===== config.mk =====
export PLATFORM = sky130hd
export DESIGN_NAME = store_buffer
export DESIGN_NICKNAME = d
export VERILOG_FILES = /design/src/rtl/store_buffer.sv
export SDC_FILE = /design/constraint.sdc
export NUM_CORES = 1
export LEC_CHECK = 0
export ABC_AREA = 1
export CORE_MARGIN = 4
export CORE_UTILIZATION = 53
export CTS_CLUSTER_DIAMETER = 200
export DETAILED_ROUTE_END_ITERATION = 8
export GPL_TIMING_DRIVEN = 0
export HOLD_SLACK_MARGIN = 0.03
export PLACE_DENSITY = 0.91
export SLEW_MARGIN = 20
export SYNTH_ARGS = -nofsm -noshare
export SYNTH_HDL_FRONTEND = slang
export SYNTH_SLANG_ARGS = --single-unit

===== constraint.sdc =====
create_clock -name clk -period 5.4 [get_ports clk]
set_input_delay 1.08 -clock clk [delete_from_list [all_inputs] [get_ports clk]]
set_output_delay 1.08 -clock clk [all_outputs]
set_load 0.02 [all_outputs]

===== src/rtl/store_buffer.sv =====
// MEM-stage store formatter plus a small write FIFO drained to Data Memory.
// Define STBUF_LD_CONFLICT_EN to build the word-granular load/store conflict detect.
module store_buffer #(
    parameter int unsigned DEPTH = 4,
    parameter int unsigned CNT_W = $clog2(DEPTH) + 1
) (
    input  logic             clk,
    input  logic             rst_n,
    input  logic             st_valid_i,
    input  logic [2:0]       st_funct3_i,
    input  logic [31:0]      st_addr_i,
    input  logic [31:0]      st_data_i,
    output logic             st_ready_o,
    output logic             misalign_o,
    input  logic             fence_i,
    output logic             fence_busy_o,
    output logic             mem_we_o,
    output logic [31:0]      mem_addr_o,
    output logic [31:0]      mem_wdata_o,
    output logic [3:0]       mem_be_o,
    input  logic             mem_ready_i,
    output logic [CNT_W-1:0] count_o,
    input  logic             ld_valid_i,
    input  logic [31:0]      ld_addr_i,
    output logic             ld_conflict_o
);
    localparam int unsigned PTR_W = $clog2(DEPTH);

    typedef enum logic [0:0] {StRun, StFence} state_e;

    state_e           state_q, state_d;
    logic [PTR_W-1:0] head_q, head_d, tail_q, tail_d;
    logic [CNT_W-1:0] count_q, count_d;
    logic [29:0]      ent_addr_q [DEPTH];
    logic [29:0]      ent_addr_d [DEPTH];
    logic [31:0]      ent_data_q [DEPTH];
    logic [31:0]      ent_data_d [DEPTH];
    logic [3:0]       ent_be_q [DEPTH];
    logic [3:0]       ent_be_d [DEPTH];

    logic [31:0] fmt_wdata;
    logic [3:0]  fmt_be;
    logic        fmt_bad;
    logic        push, pop;

    always_comb begin
        fmt_wdata = st_data_i;
        fmt_be    = 4'b0000;
        fmt_bad   = 1'b0;
        case (st_funct3_i)
            3'b000: begin
                fmt_wdata = {4{st_data_i[7:0]}};
                fmt_be    = 4'b0001 << st_addr_i[1:0];
            end
            3'b001: begin
                fmt_wdata = {2{st_data_i[15:0]}};
                fmt_be    = st_addr_i[1] ? 4'b1100 : 4'b0011;
                fmt_bad   = st_addr_i[0];
            end
            3'b010: begin
                fmt_be  = 4'b1111;
                fmt_bad = |st_addr_i[1:0];
            end
            default: fmt_bad = 1'b1;
        endcase
    end

    // Misaligned requests are dropped here, never reaching the queue or st_ready_o.
    assign misalign_o   = st_valid_i & fmt_bad;
    assign st_ready_o   = (count_q < CNT_W'(DEPTH)) && (state_q == StRun);
    assign push         = st_valid_i & st_ready_o & ~fmt_bad;
    assign mem_we_o     = (count_q != '0);
    assign pop          = mem_we_o & mem_ready_i;
    assign fence_busy_o = (state_q == StFence);
    assign count_o      = count_q;

    assign mem_addr_o  = mem_we_o ? {ent_addr_q[head_q], 2'b00} : 32'h0;
    assign mem_wdata_o = mem_we_o ? ent_data_q[head_q] : 32'h0;
    assign mem_be_o    = mem_we_o ? ent_be_q[head_q] : 4'b0000;

    always_comb begin
        head_d     = head_q;
        tail_d     = tail_q;
        count_d    = count_q;
        ent_addr_d = ent_addr_q;
        ent_data_d = ent_data_q;
        ent_be_d   = ent_be_q;
        if (push) begin
            tail_d             = tail_q + PTR_W'(1);
            ent_addr_d[tail_q] = st_addr_i[31:2];
            ent_data_d[tail_q] = fmt_wdata;
            ent_be_d[tail_q]   = fmt_be;
        end
        if (pop) begin
            head_d = head_q + PTR_W'(1);
        end
        if (push && !pop) begin
            count_d = count_q + CNT_W'(1);
        end else if (!push && pop) begin
            count_d = count_q - CNT_W'(1);
        end
    end

    always_comb begin
        state_d = state_q;
        case (state_q)
            StRun:   if (fence_i) state_d = StFence;
            StFence: if ((count_q == '0) && !push) state_d = StRun;
            default: state_d = StRun;
        endcase
    end

    always_ff @(posedge clk or negedge rst_n) begin
        if (!rst_n) begin
            state_q <= StRun;
            head_q  <= '0;
            tail_q  <= '0;
            count_q <= '0;
        end else begin
            state_q <= state_d;
            head_q  <= head_d;
            tail_q  <= tail_d;
            count_q <= count_d;
        end
    end

    // Payload needs no reset: outputs are masked while the queue is empty.
    always_ff @(posedge clk) begin
        ent_addr_q <= ent_addr_d;
        ent_data_q <= ent_data_d;
        ent_be_q   <= ent_be_d;
    end

`ifdef STBUF_LD_CONFLICT_EN
    logic [PTR_W-1:0] ld_off;
    logic             unused_ld_lsb;

    assign unused_ld_lsb = ^ld_addr_i[1:0];

    always_comb begin
        ld_conflict_o = 1'b0;
        ld_off        = '0;
        for (int unsigned i = 0; i < DEPTH; i++) begin
            ld_off = PTR_W'(i) - head_q;
            if ((CNT_W'(ld_off) < count_q) && (ent_addr_q[i] == ld_addr_i[31:2])) begin
                ld_conflict_o = ld_valid_i;
            end
        end
    end
`else
    logic unused_ld;

    assign unused_ld     = ld_valid_i ^ (^ld_addr_i);
    assign ld_conflict_o = 1'b0;
`endif

endmodule


======== Yosys cells after proc, flatten, opt, wreduce, memory -nomap -nowiden ========
Cells that the tools add are included.
W data, S select, Z words.
word-level totals
  bits in registers ....................... 272
  bits of input ports ..................... 105
  output and inout port bits .............. 76
  word-level logic and storage cells ...... 77
operators by class
  $add $sub $neg .......................... 4
  $lt $le $gt $ge ......................... 4
  equality and inequality tests ........... 2
  shift-type cells ........................ 1
  multiplexer cells ....................... 30
  bitwise logic cells ..................... 8
  reduce and logical (&&, ||, !) cells .... 12
operator list
  kind                   number
  $mux W32               5
  $bwmux W128            1
  $bwmux W120            1
  $mux W30               3
  $bmux W32 S2           1
  $demux W32 S2          1
  $pmux W32 S2           1
  $bmux W30 S2           1
  $demux W30 S2          1
  $mux W4                5
  $bwmux W16             1
  $pmux W4 S3            1
  $bmux W4 S2            1
  $demux W4 S2           1
  $ge A3 B3 Y1 const B   2
  $logic_not A3 Y1       2
  $mux W3                2
  $not A2 Y3             2
  $logic_and A1 B1 Y1    5
  $add A2 B1 Y2 const B  2
  $and A1 B1 Y1          4
  $shl A1 B2 Y4 const A  1
  $add A3 B1 Y3 const B  1
  $eq A3 B1 Y1 const B   1
  12 further kinds       15

======== Logic depth before layout (Yosys ltp) ========
Gate-level depths: netlist (run 1).
  depth after elaboration ................. 8
  mapped depth ............................ 11

======== Worst setup path before layout (run 1) ========
OpenSTA, ideal clock, no wires.
  kind .................................... in2reg
  start ................................... in st_valid_i
  end ..................................... reg ent_addr_q[0] in the netlist's numbering (enable)
  arrival ................................. 4.305 ns
  data required time ...................... 4.909 ns
  slack ................................... 0.604 ns
  cell stages on the path ................. 4
  path buffers ............................ 0
  cells stage by stage .................... inv_1 nor2_1 nand4_1 nor2_1
on the way
  word-level cells in the longest chain between the ends .. 2
RTL lines
  element                     line  RTL
  start: declaration          9     input logic st_valid_i,
  $and A1 B1 Y1 (2 in a row)  71    assign push = st_valid_i & st_ready_o & ~fmt_bad;
  end signal: assignment      129   ent_addr_q <= ent_addr_d;
  end: declaration            34    logic [29:0] ent_addr_q [DEPTH];
No other way between the ends.
A chain may end at the register's enable or synchronous reset.

======== Worst setup path after layout (run 1) ========
  start ................................... in st_funct3_i[0]
  end ..................................... out misalign_o
on the way
  word-level cells in the longest chain between the ends .. 3
  elaborated cells between the ends (all ways) .. 5
  classes of those cells .................. eq/ne: 2; mux: 1; bitwise: 1; reduce/logical: 1
RTL lines
  element                                     line  RTL
  start: declaration                          10    input logic [2:0] st_funct3_i,
  $eq A3 B2 Y1, or another cell as far along  50    case (st_funct3_i)
  $pmux W1 S3 (*)                             50
  $and A1 B1 Y1 (*)                           69    assign misalign_o = st_valid_i & fmt_bad;
  end: declaration                            14    output logic misalign_o,
Every way passes the cells marked *; elsewhere a longest branch is shown, timed or not.

==> results of run 1 <==
[how the worst max path moves through the flow]
stage                   startpoint             end  slack, ns
floorplan               st_valid_i   ent_addr_q[0]       0.60
global placement        st_valid_i  ent_addr_q[85]      -2.11
detailed placement      st_valid_i  ent_data_q[98]       1.32
CTS                 st_funct3_i[0]      misalign_o       1.47
global route        st_funct3_i[0]      misalign_o       1.37
finish              st_funct3_i[0]      misalign_o       1.50
[layout by cell type (no fill, tap or decap), drive strengths merged, types with 2 or more instances in the layout]
| master | n |
|---|---|
| nor2 | 276 |
| edfxtp | 264 |
| o21ai | 147 |
| clkdlybuf4s50 | 144 |
| a21oi | 69 |
| nand2 | 56 |
| clkbuf | 55 |
| buf | 48 |
| inv | 33 |
| dfrtp | 8 |
| clkinv | 8 |
| o211ai | 7 |
| nand3 | 6 |
| ha | 5 |
| conb | 3 |
| xor2 | 2 |
[synthesized netlist by cell type (all sizes together)]
cell type and count:
mux2 1, o31ai 1, edfxtp 264, clkbuf 20, ha 5, xor2 2
o211ai 7, xnor2 1, fa 1, dfrtp 8, conb 1, nand3 6
inv 32, buf 37, o21ai 147, nor2 276, nand4 1, nand2 56
a21oi 69
[power breakdown]
| group | internal (W) | switching (W) | total [W] |
|---|---|---|---|
| Clock | 0.00100 | 0.000728 | 0.00173 |
| Sequential | 0.00238 | 0.0000314 | 0.00241 |
| Combinational | 0.00133 | 0.00203 | 0.00336 |
[tightest hold or removal path, cell delays in order (launching register included)]
cell	delay, ns
dfrtp_1	0.40
nand2_1	0.07
nand2_1	0.05
[state kept, by name (all words and copies together) (netlist names)]
register,flops
head_q,2
ent_data_q,128
count_o,3
fence_busy_o,1
ent_be_q,16
tail_q,2
ent_addr_q,120
[layout make-up]
cell class              count  share of cell area, %
flip-flops and latches    272                   57.9
repair buffers            155                   12.1
clock buffers              35                   5.24
plain buffers              57                   2.40
inverters                  32                  0.874
clock inverters            11                  0.606
well taps                 270                   2.41
multi-input cells         576                   18.5
[per-stage QoR]
step	setup TNS [ns]	util, %	setup slack, ns	cell area (um^2)
detailed placement	0	64.7	1.32	13200
global placement	-526.87	63.3	-2.11	12900
CTS	0	68.7	1.47	14000
global route	0	68.7	1.37	14000
finish	0	68.7	1.50	14000
floorplan	0	-	0.604	11100
[cell families after synthesis]
group	synth area share [%]
buffers and inverters	4.12
adder cells (fa/ha/maj)	0.741
XOR/XNOR	0.236
flip-flops	72.9
multiplexers	0.101
AO/OA/AOI/OAI	10.2
AND/OR/NAND/NOR	11.6
other	0.0337
[metal layers]
| layer | routed length, um | track usage [%] | vias to the layer above |
|---|---|---|---|
| met3 | 2890 | 3.28 | 70 |
| met5 | 0 | 0 | - |
| met4 | 699 | 6.45 | 0 |
| li1 | - | - | 3629 |
| met2 | 13800 | 39.5 | 431 |
| met1 | 10000 | 29.7 | 3698 |
==> impl_metrics.tcl, run 1 <==
set metrics [dict create \
    outcome "complete, no violations" \
    clkTransAtPathRegs_ns 0.06 \
    critPathBufInv 3 \
    hold_class "reg -> reg" \
    antenna_cells 0 \
    initial_core_util_pct 54.5 \
    drive_gt1_share_pct 9.05 \
    crit_fanout 5 \
    cts_tree "done" \
    io_pins 181 \
    ff2ff_path_depth 7 \
    yosysTopAreaCell "edfxtp_1" \
    first_pass_iters 7 \
    place.detailed.hpwl_mm 18.2 \
    fin_crit_sh_pct 72.3 \
    worst_pin_slew_ns 0.814 \
    endpoint_kind "primary output" \
    crit_arrival_ns 2.82 \
    synth_area_leaders "edfxtp_1 71%, nor2_1 9.2%, o21ai_0 4.8%" \
    postCtsHoldBufs 0 \
    cpPeakStageDelay_ns 0.59 \
    grtUsageTotal_pct 22.6 \
    fill_cells 1407 \
    syn_to_final_growth_pct 25.9 \
    ys.warnings.count 0 \
    grt_pass1_vias 7714 \
    hp-start "tail_q[0]" \
    post_cts_buffers 0 \
    rrSetupSlack_ns 2.42 \
    fin_cells 1408 \
    gp_congestion 0.830 \
    grt_first_pass_wirelength_mm 41.6 \
    ant_nets 0 \
    cap_violations 0 \
    start_kind "primary input" \
    critical_path_depth 7 \
    cts_max_level 1 \
    regArea_mm2 0.00813 \
    cpLargestDelayFamily "buffers and inverters" \
    cts.sinks 272 \
    synthCells 935 \
    cts-resized-gates 0 \
    placed_cells 1362 \
    vdd.ir_drop.worst_mv 0.459 \
    hold_path_end "tail_q[0]" \
    io_buffer_count 144 \
    synth_cell_types 27 \
    avgSynthCellArea_um2 11.9 \
    clock_skew_ns 0.0104 \
    whs_ns 0.555 \
    fin_crit_ns 3.90 \
    die_w_um 153 \
    wl_per_cell_um 19.5 \
    path_cells "clkdlybuf4s50_1, nor2_2, nand2_1, nor2_1, o21ai_0, inv_1, clkdlybuf4s50_1" \
    critPathRequiredTime_ns 4.32 \
    worstSetupPathType "in -> out" \
    yosysSeqAreaShare_pct 72.9 \
    cts_root_buf "clkbuf_16" \
    vias_per_cell 5.56 \
    setup_violations 0 \
    powerDensity_mw_per_mm2 535 \
    drtIter0Drc 831 \
    multi_input_area_mm2 0.00259 \
    synthesis.area_mm2 0.0111 \
    clkLatencyLatePin_ns 0.51 \
    cts_buffer_depth 3 \
    reg2reg_to "ent_data_q[100]" \
    relSlewSlack_pct 45.6 \
    final-max-slew-violation-count 0 \
    finalNetCount 1231 \
    ys_ff_latch 272 \
    hold_viol 0 \
    r2r_start "count_o[2]" \
    cp_slowest_cell "clkdlybuf4s50_1" \
    drc 0 \
    core-area_mm2 0.0204 \
    total_power_w 0.00750 \
    p_leak_nw 4.90 \
    die_area_mm2 0.0234 \
    crit_path_frequent_cell "clkdlybuf4s50_1" \
    antenna_found_initial 0 \
    grt_overflow 0 \
    rows 52 \
    die_y_um 153 \
    cts_inserted_buffers 26 \
    rsz0062_at_grt "no" \
    max_freq_ghz 0.256 \
    synth_top_cell_area_share_pct 71.2 \
    vias 7828 \
    grt_max_degree 27 \
    routed_wl_mm 27.5 \
    hold_depth 2 \
]
No activity file was read; power rests on OpenSTA's default activity.
==> inputs of run 2 (changes only) <==
--- a/config.mk
+++ b/config.mk
@@ -7,12 +7,12 @@
 export LEC_CHECK = 0
 export ABC_AREA = 1
 export CORE_MARGIN = 4
-export CORE_UTILIZATION = 53
+export CORE_UTILIZATION = 48
 export CTS_CLUSTER_DIAMETER = 200
 export DETAILED_ROUTE_END_ITERATION = 8
 export GPL_TIMING_DRIVEN = 0
 export HOLD_SLACK_MARGIN = 0.03
-export PLACE_DENSITY = 0.91
+export PLACE_DENSITY = 0.88
 export SLEW_MARGIN = 20
 export SYNTH_ARGS = -nofsm -noshare
 export SYNTH_HDL_FRONTEND = slang
==> constraint.sdc (replaced) <==
create_clock -name clk -period 3.5 [get_ports clk]
set_input_delay 0.7 -clock clk [delete_from_list [all_inputs] [get_ports clk]]
set_output_delay 0.7 -clock clk [all_outputs]
set_load 0.02 [all_outputs]
==> impl_metrics.tcl, run 2 (same netlist as run 1, synthesis figures left out) <==
set metrics [dict create \
    drtIter0Drc 686 \
    critical_path_depth 7 \
    most-common-layout-cells "270 x nor2_1, 264 x edfxtp_1, 139 x clkdlybuf4s50_1" \
    cts_buffer_depth 3 \
    worstSetupPathType "reg -> out" \
    io_pins 181 \
    die_w_um 160 \
    largest_register_ff_count 128 \
    p_seq_share_pct 32.4 \
    reg_top3 "ent_data_q: 128 flops, ent_addr_q: 120 flops, ent_be_q: 16 flops" \
    cts_max_level 1 \
    gp_congestion 0.839 \
    setup.worst_path.start "count_o[0]" \
    cts_inserted_buffers 26 \
    antenna_found_initial 0 \
    final-max-slew-violation-count 0 \
    top_layer_used "met4" \
    reg2reg_to "ent_data_q[96]" \
    grtUsageTotal_pct 20.7 \
    rows 55 \
    cpLargestDelayFamily "buffers and inverters" \
    wl_met2_mm 14.1 \
    relSlewSlack_pct 54.3 \
    clkLatencyLatePin_ns 0.52 \
    crit_arrival_ns 2.70 \
    drive_gt1_share_pct 9.21 \
    die_area_mm2 0.0257 \
    routed_wl_mm 27.6 \
    p_comb_share_pct 45.1 \
    syn_to_final_growth_pct 26.3 \
    wl_per_cell_um 19.4 \
    clkTransAtPathRegs_ns 0.06 \
    fin_crit_ns 3.40 \
    vias 7778 \
    first_pass_iters 5 \
    regMostFlops "ent_data_q" \
    wl_met3_mm 2.37 \
    drc 0 \
    final_common_cell "nor2_1" \
    switchingPower_w 0.00423 \
    grt_overflow 0 \
    max_freq_ghz 0.294 \
    finalNetCount 1232 \
    path_cells "nor2_1, nand2_1, inv_1, clkbuf_4, buf_2, a21oi_1, clkdlybuf4s50_1" \
    wl_met1_mm 10.7 \
    grt_max_degree 25 \
    place.detailed.hpwl_mm 18.2 \
    vdd.ir_drop.worst_mv 0.527 \
    crit_fanout 10 \
    die_y_um 160 \
    endpoint "mem_wdata_o[12]" \
    cts.sinks 272 \
    ff2ff_path_depth 7 \
    rrSetupSlack_ns 0.77 \
    p_leak_nw 4.97 \
    grt_pass1_vias 7784 \
    worst_pin_slew_ns 0.678 \
    outcome "complete, no violations" \
    cpPeakStageDelay_ns 0.66 \
    power.internal_w 0.00722 \
    stdcell_area_mm2 0.0141 \
    cts-resized-gates 1 \
    hold_class "in -> async" \
    critPathBufInv 4 \
    critPathRequiredTime_ns 2.80 \
    cp_slowest_cell "clkdlybuf4s50_1" \
    placed_area_mm2 0.0133 \
    vias_per_cell 5.46 \
    initial_core_util_pct 49.1 \
    endpoint_kind "primary output" \
    post_cts_buffers 0 \
    powerDensity_mw_per_mm2 814 \
    fin_tns_setup_ns 0 \
    postCtsHoldBufs 0 \
    final_util_pct 62.0 \
    clock_skew_ns 0.0214 \
    cap_violations 0 \
    start_kind "flop" \
    fin_crit_sh_pct 97.3 \
    swShare_pct 37.0 \
    hold_viol 0 \
    core-area_mm2 0.0227 \
    setup_violations 0 \
    cts_tree "done" \
    io_buffer_count 144 \
    power.share.clock_pct 22.5 \
    cts_root_buf "clkbuf_16" \
    grt_first_pass_wirelength_mm 42.1 \
    r2r_start "count_o[2]" \
    ant_nets 0 \
    antenna_cells 0 \
]
[run 2: power groups by stage]
stage | Clock [W] | Combinational (W) | Sequential (W)
final | 0.00258 | 0.00516 | 0.00372
after global routing | 0.00276 | 0.00558 | 0.00372
after CTS | 0.00261 | 0.00519 | 0.00372
after detailed placement | 0 | 0.00515 | 0.00378
after global placement | 0 | 0.00502 | 0.00379
after floorplan | 0 | 0.00288 | 0.00381
[run 2: worst min-delay path by stage]
stage	from	endpoint	slack (ns)	cells past startpoint
floorplan	rst_n	count_o[0]	0.40	0
global placement	tail_q[0]	tail_q[0]	0.52	2
detailed placement	tail_q[1]	tail_q[1]	0.54	2
CTS	rst_n	tail_q[1]	0.48	1
global route	rst_n	fence_busy_o	0.50	1
finish	rst_n	fence_busy_o	0.48	1
[run 2: per-stage QoR]
| step | std cells | power (W) | hold slack, ns | worst slack (ns) |
|---|---|---|---|---|
| after floorplan | 937 | 0.00669 | 0.404 | -0.916 |
| after global placement | 1366 | 0.00881 | 0.516 | -3.70 |
| after detailed placement | 1378 | 0.00894 | 0.538 | 0.0844 |
| after CTS | 1425 | 0.0115 | 0.480 | 0.0122 |
| after global routing | 1425 | 0.0121 | 0.503 | -0.000529 |
| final | 1425 | 0.0115 | 0.484 | 0.0960 |
[run 2: layout make-up]
type,instances,area (um^2)
Tap cell,285,357
Fill cell,1666,8640
Timing Repair Buffer,156,1740
Sequential cell,272,8130
Clock inverter,11,75.1
Clock buffer,36,709
Multi-Input combinational cell,576,2590
Buffer,57,350
Inverter,32,123
[run 2: layer usage]
layer  track usage (%)  vias to the layer above
li1                  -                     3640
met5                 0                        -
met4              5.28                        0
met1              27.4                     3706
met3              3.13                       42
met2              36.3                      390
[run 2: worst reg2reg max path: stages (launching register included)]
cell and delay (ns):
dfrtp_1 0.37, inv_1 0.10, nand2_1 0.08, nor2_1 0.25, nand4_1 0.54, nor2_4 0.65
buf_12 0.27, buf_16 0.18
==> inputs of run 3 (changes only) <==
--- a/config.mk
+++ b/config.mk
@@ -6,6 +6,7 @@
 export NUM_CORES = 1
 export LEC_CHECK = 0
 export ABC_AREA = 1
+export CORE_ASPECT_RATIO = 1.4
 export CORE_MARGIN = 4
 export CORE_UTILIZATION = 48
 export CTS_CLUSTER_DIAMETER = 200
@@ -13,7 +14,7 @@
 export GPL_TIMING_DRIVEN = 0
 export HOLD_SLACK_MARGIN = 0.03
 export PLACE_DENSITY = 0.88
-export SLEW_MARGIN = 20
+export SLEW_MARGIN = 10
 export SYNTH_ARGS = -nofsm -noshare
 export SYNTH_HDL_FRONTEND = slang
 export SYNTH_SLANG_ARGS = --single-unit
==> impl_metrics.tcl, run 3 (same netlist as run 1, synthesis figures left out) <==
set metrics [dict create \
    cap_violations 0 \
    top_usage_layer "met2" \
    post_cts_buffers 0 \
    ant_nets 0 \
    reg2reg_to "ent_addr_q[26]" \
    met2_usage_pct 38.3 \
    crit_fanout 10 \
    fin_crit_ns 3.38 \
    vias_per_cell 5.46 \
    cts.sinks 272 \
    fin_tns_setup_ns 0 \
    worst_pin_slew_ns 0.864 \
    final-max-slew-violation-count 0 \
    grt_max_degree 27 \
    drive_gt1_share_pct 8.93 \
    cts_max_level 1 \
    wl_per_cell_um 19.5 \
    drc 0 \
    gp_congestion 0.825 \
    cts_tree "done" \
    p_leak_nw 4.88 \
    clkLatencyLatePin_ns 0.53 \
    endpoint_kind "primary output" \
    die_area_mm2 0.0257 \
    multi_input_area_mm2 0.00259 \
    die_y_um 188 \
    grt.met1_usage_pct 25.7 \
    most-common-layout-cells "270 x nor2_1, 264 x edfxtp_1, 143 x clkdlybuf4s50_1" \
    final_common_cell "nor2_1" \
    met3_usage_pct 2.43 \
    place.detailed.hpwl_mm 18.3 \
    cts-resized-gates 0 \
    finalNetCount 1226 \
    drtIter0Drc 713 \
    grt_overflow 0 \
    initial_core_util_pct 49.1 \
    powerDensity_mw_per_mm2 834 \
    vdd.ir_drop.worst_mv 0.551 \
    fill_cells 1629 \
    relSlewSlack_pct 42.3 \
    setup_violations 0 \
    cts_root_buf "clkbuf_16" \
    ff2ff_path_depth 7 \
    io_pins 181 \
    antenna_found_initial 0 \
    largest_register_ff_count 128 \
    syn_to_final_growth_pct 25.6 \
    p_seq_share_pct 31.9 \
    cts_buffer_depth 3 \
    clkTransAtPathRegs_ns 0.07 \
    start_kind "flop" \
    routed_wl_mm 27.9 \
    p_comb_share_pct 44.5 \
    crit_arrival_ns 2.68 \
    grt_first_pass_wirelength_mm 41.8 \
    grt_pass1_vias 7758 \
    outcome "complete, no violations" \
    pre_cts_slack_ns -0.220 \
    hold_viol 0 \
    hold_class "in -> async" \
    fin_crit_sh_pct 96.6 \
    clock_skew_ns 0.0152 \
    swShare_pct 37.0 \
    antenna_cells 0 \
    finalWorstSetupSlack_ns 0.118 \
    rsz0062_at_grt "yes" \
    rrSetupSlack_ns 0.55 \
    postCtsHoldBufs 0 \
    cts_inserted_buffers 24 \
    worstSetupPathType "reg -> out" \
    regMostFlops "ent_data_q" \
    r2r_start "count_o[2]" \
    power.internal_w 0.00736 \
    max_freq_ghz 0.296 \
    first_pass_iters 5 \
    vias 7824 \
    power.share.clock_pct 23.6 \
    critPathRequiredTime_ns 2.80 \
    rows 65 \
    die_w_um 137 \
    grtUsageTotal_pct 21.0 \
    switchingPower_w 0.00431 \
    io_buffer_count 144 \
    reg_top3 "ent_data_q: 128 flops, ent_addr_q: 120 flops, ent_be_q: 16 flops" \
    core-area_mm2 0.0227 \
    regArea_mm2 0.00813 \
]
run 3: cell count changes in the layout (fill, tap and decap cells not counted), sizes merged:
| cell | delta |
|---|---|
| dlymetal6s2s | -4 |
| buf | -2 |
| clkinvlp | -1 |
| inv | +1 |
| clkdlybuf4s50 | +4 |
| clkbuf | -12 |
| bufinv | +4 |
| clkinv | +1 |
run 3: area by class of cell:
type,count,share of cell area [%]
plain buffers,57,2.44
clock buffers,26,4.34
clock inverters,16,1.54
inverters,32,0.876
multi-input cells,576,18.5
flip-flops and latches,272,58.1
well taps,301,2.69
repair buffers,152,11.5
run 3: power by group through the flow:
stage | logic, W | registers [W] | clock network [W]
after floorplan | 0.00288 | 0.00381 | 0
after global placement | 0.00502 | 0.00379 | 0
after detailed placement | 0.00515 | 0.00379 | 0
after CTS | 0.00519 | 0.00372 | 0.00277
after global routing | 0.00557 | 0.00373 | 0.00290
final | 0.00519 | 0.00372 | 0.00275
run 3: metal layers:
metal,vias up,share of wire (%)
met3,52,7.4
met1,3754,37
met2,396,53
met4,0,2.6
met5,-,0
li1,3622,-
run 3: worst max-delay path by stage:
stage | from | to | depth (start not counted)
after global placement | st_funct3_i[0] | ent_addr_q[27] | 4
final | head_q[0] | mem_addr_o[11] | 6
after detailed placement | st_funct3_i[0] | ent_addr_q[27] | 6
after CTS | count_o[1] | mem_wdata_o[15] | 7
after global routing | head_q[0] | mem_wdata_o[14] | 6
after floorplan | st_valid_i | ent_addr_q[0] | 4
run 3: through the flow:
stage               hold slack [ns]  util (%)  total power [W]  std cells  area, um^2
global placement              0.509      57.1          0.00881       1382       13000
floorplan                     0.404         -          0.00669        937       11100
detailed placement            0.541      58.0          0.00893       1390       13200
global route                  0.482      61.7           0.0122       1432       14000
finish                        0.465      61.7           0.0117       1432       14000
CTS                           0.464      61.6           0.0117       1432       14000
run 3: critical path, stage by stage (launching register included):
cell,delay [ns]
dfrtp_1,0.36
buf_4,0.18
inv_4,0.11
clkbuf_1,0.40
o21ai_0,0.19
a21oi_1,0.27
clkdlybuf4s50_1,0.66
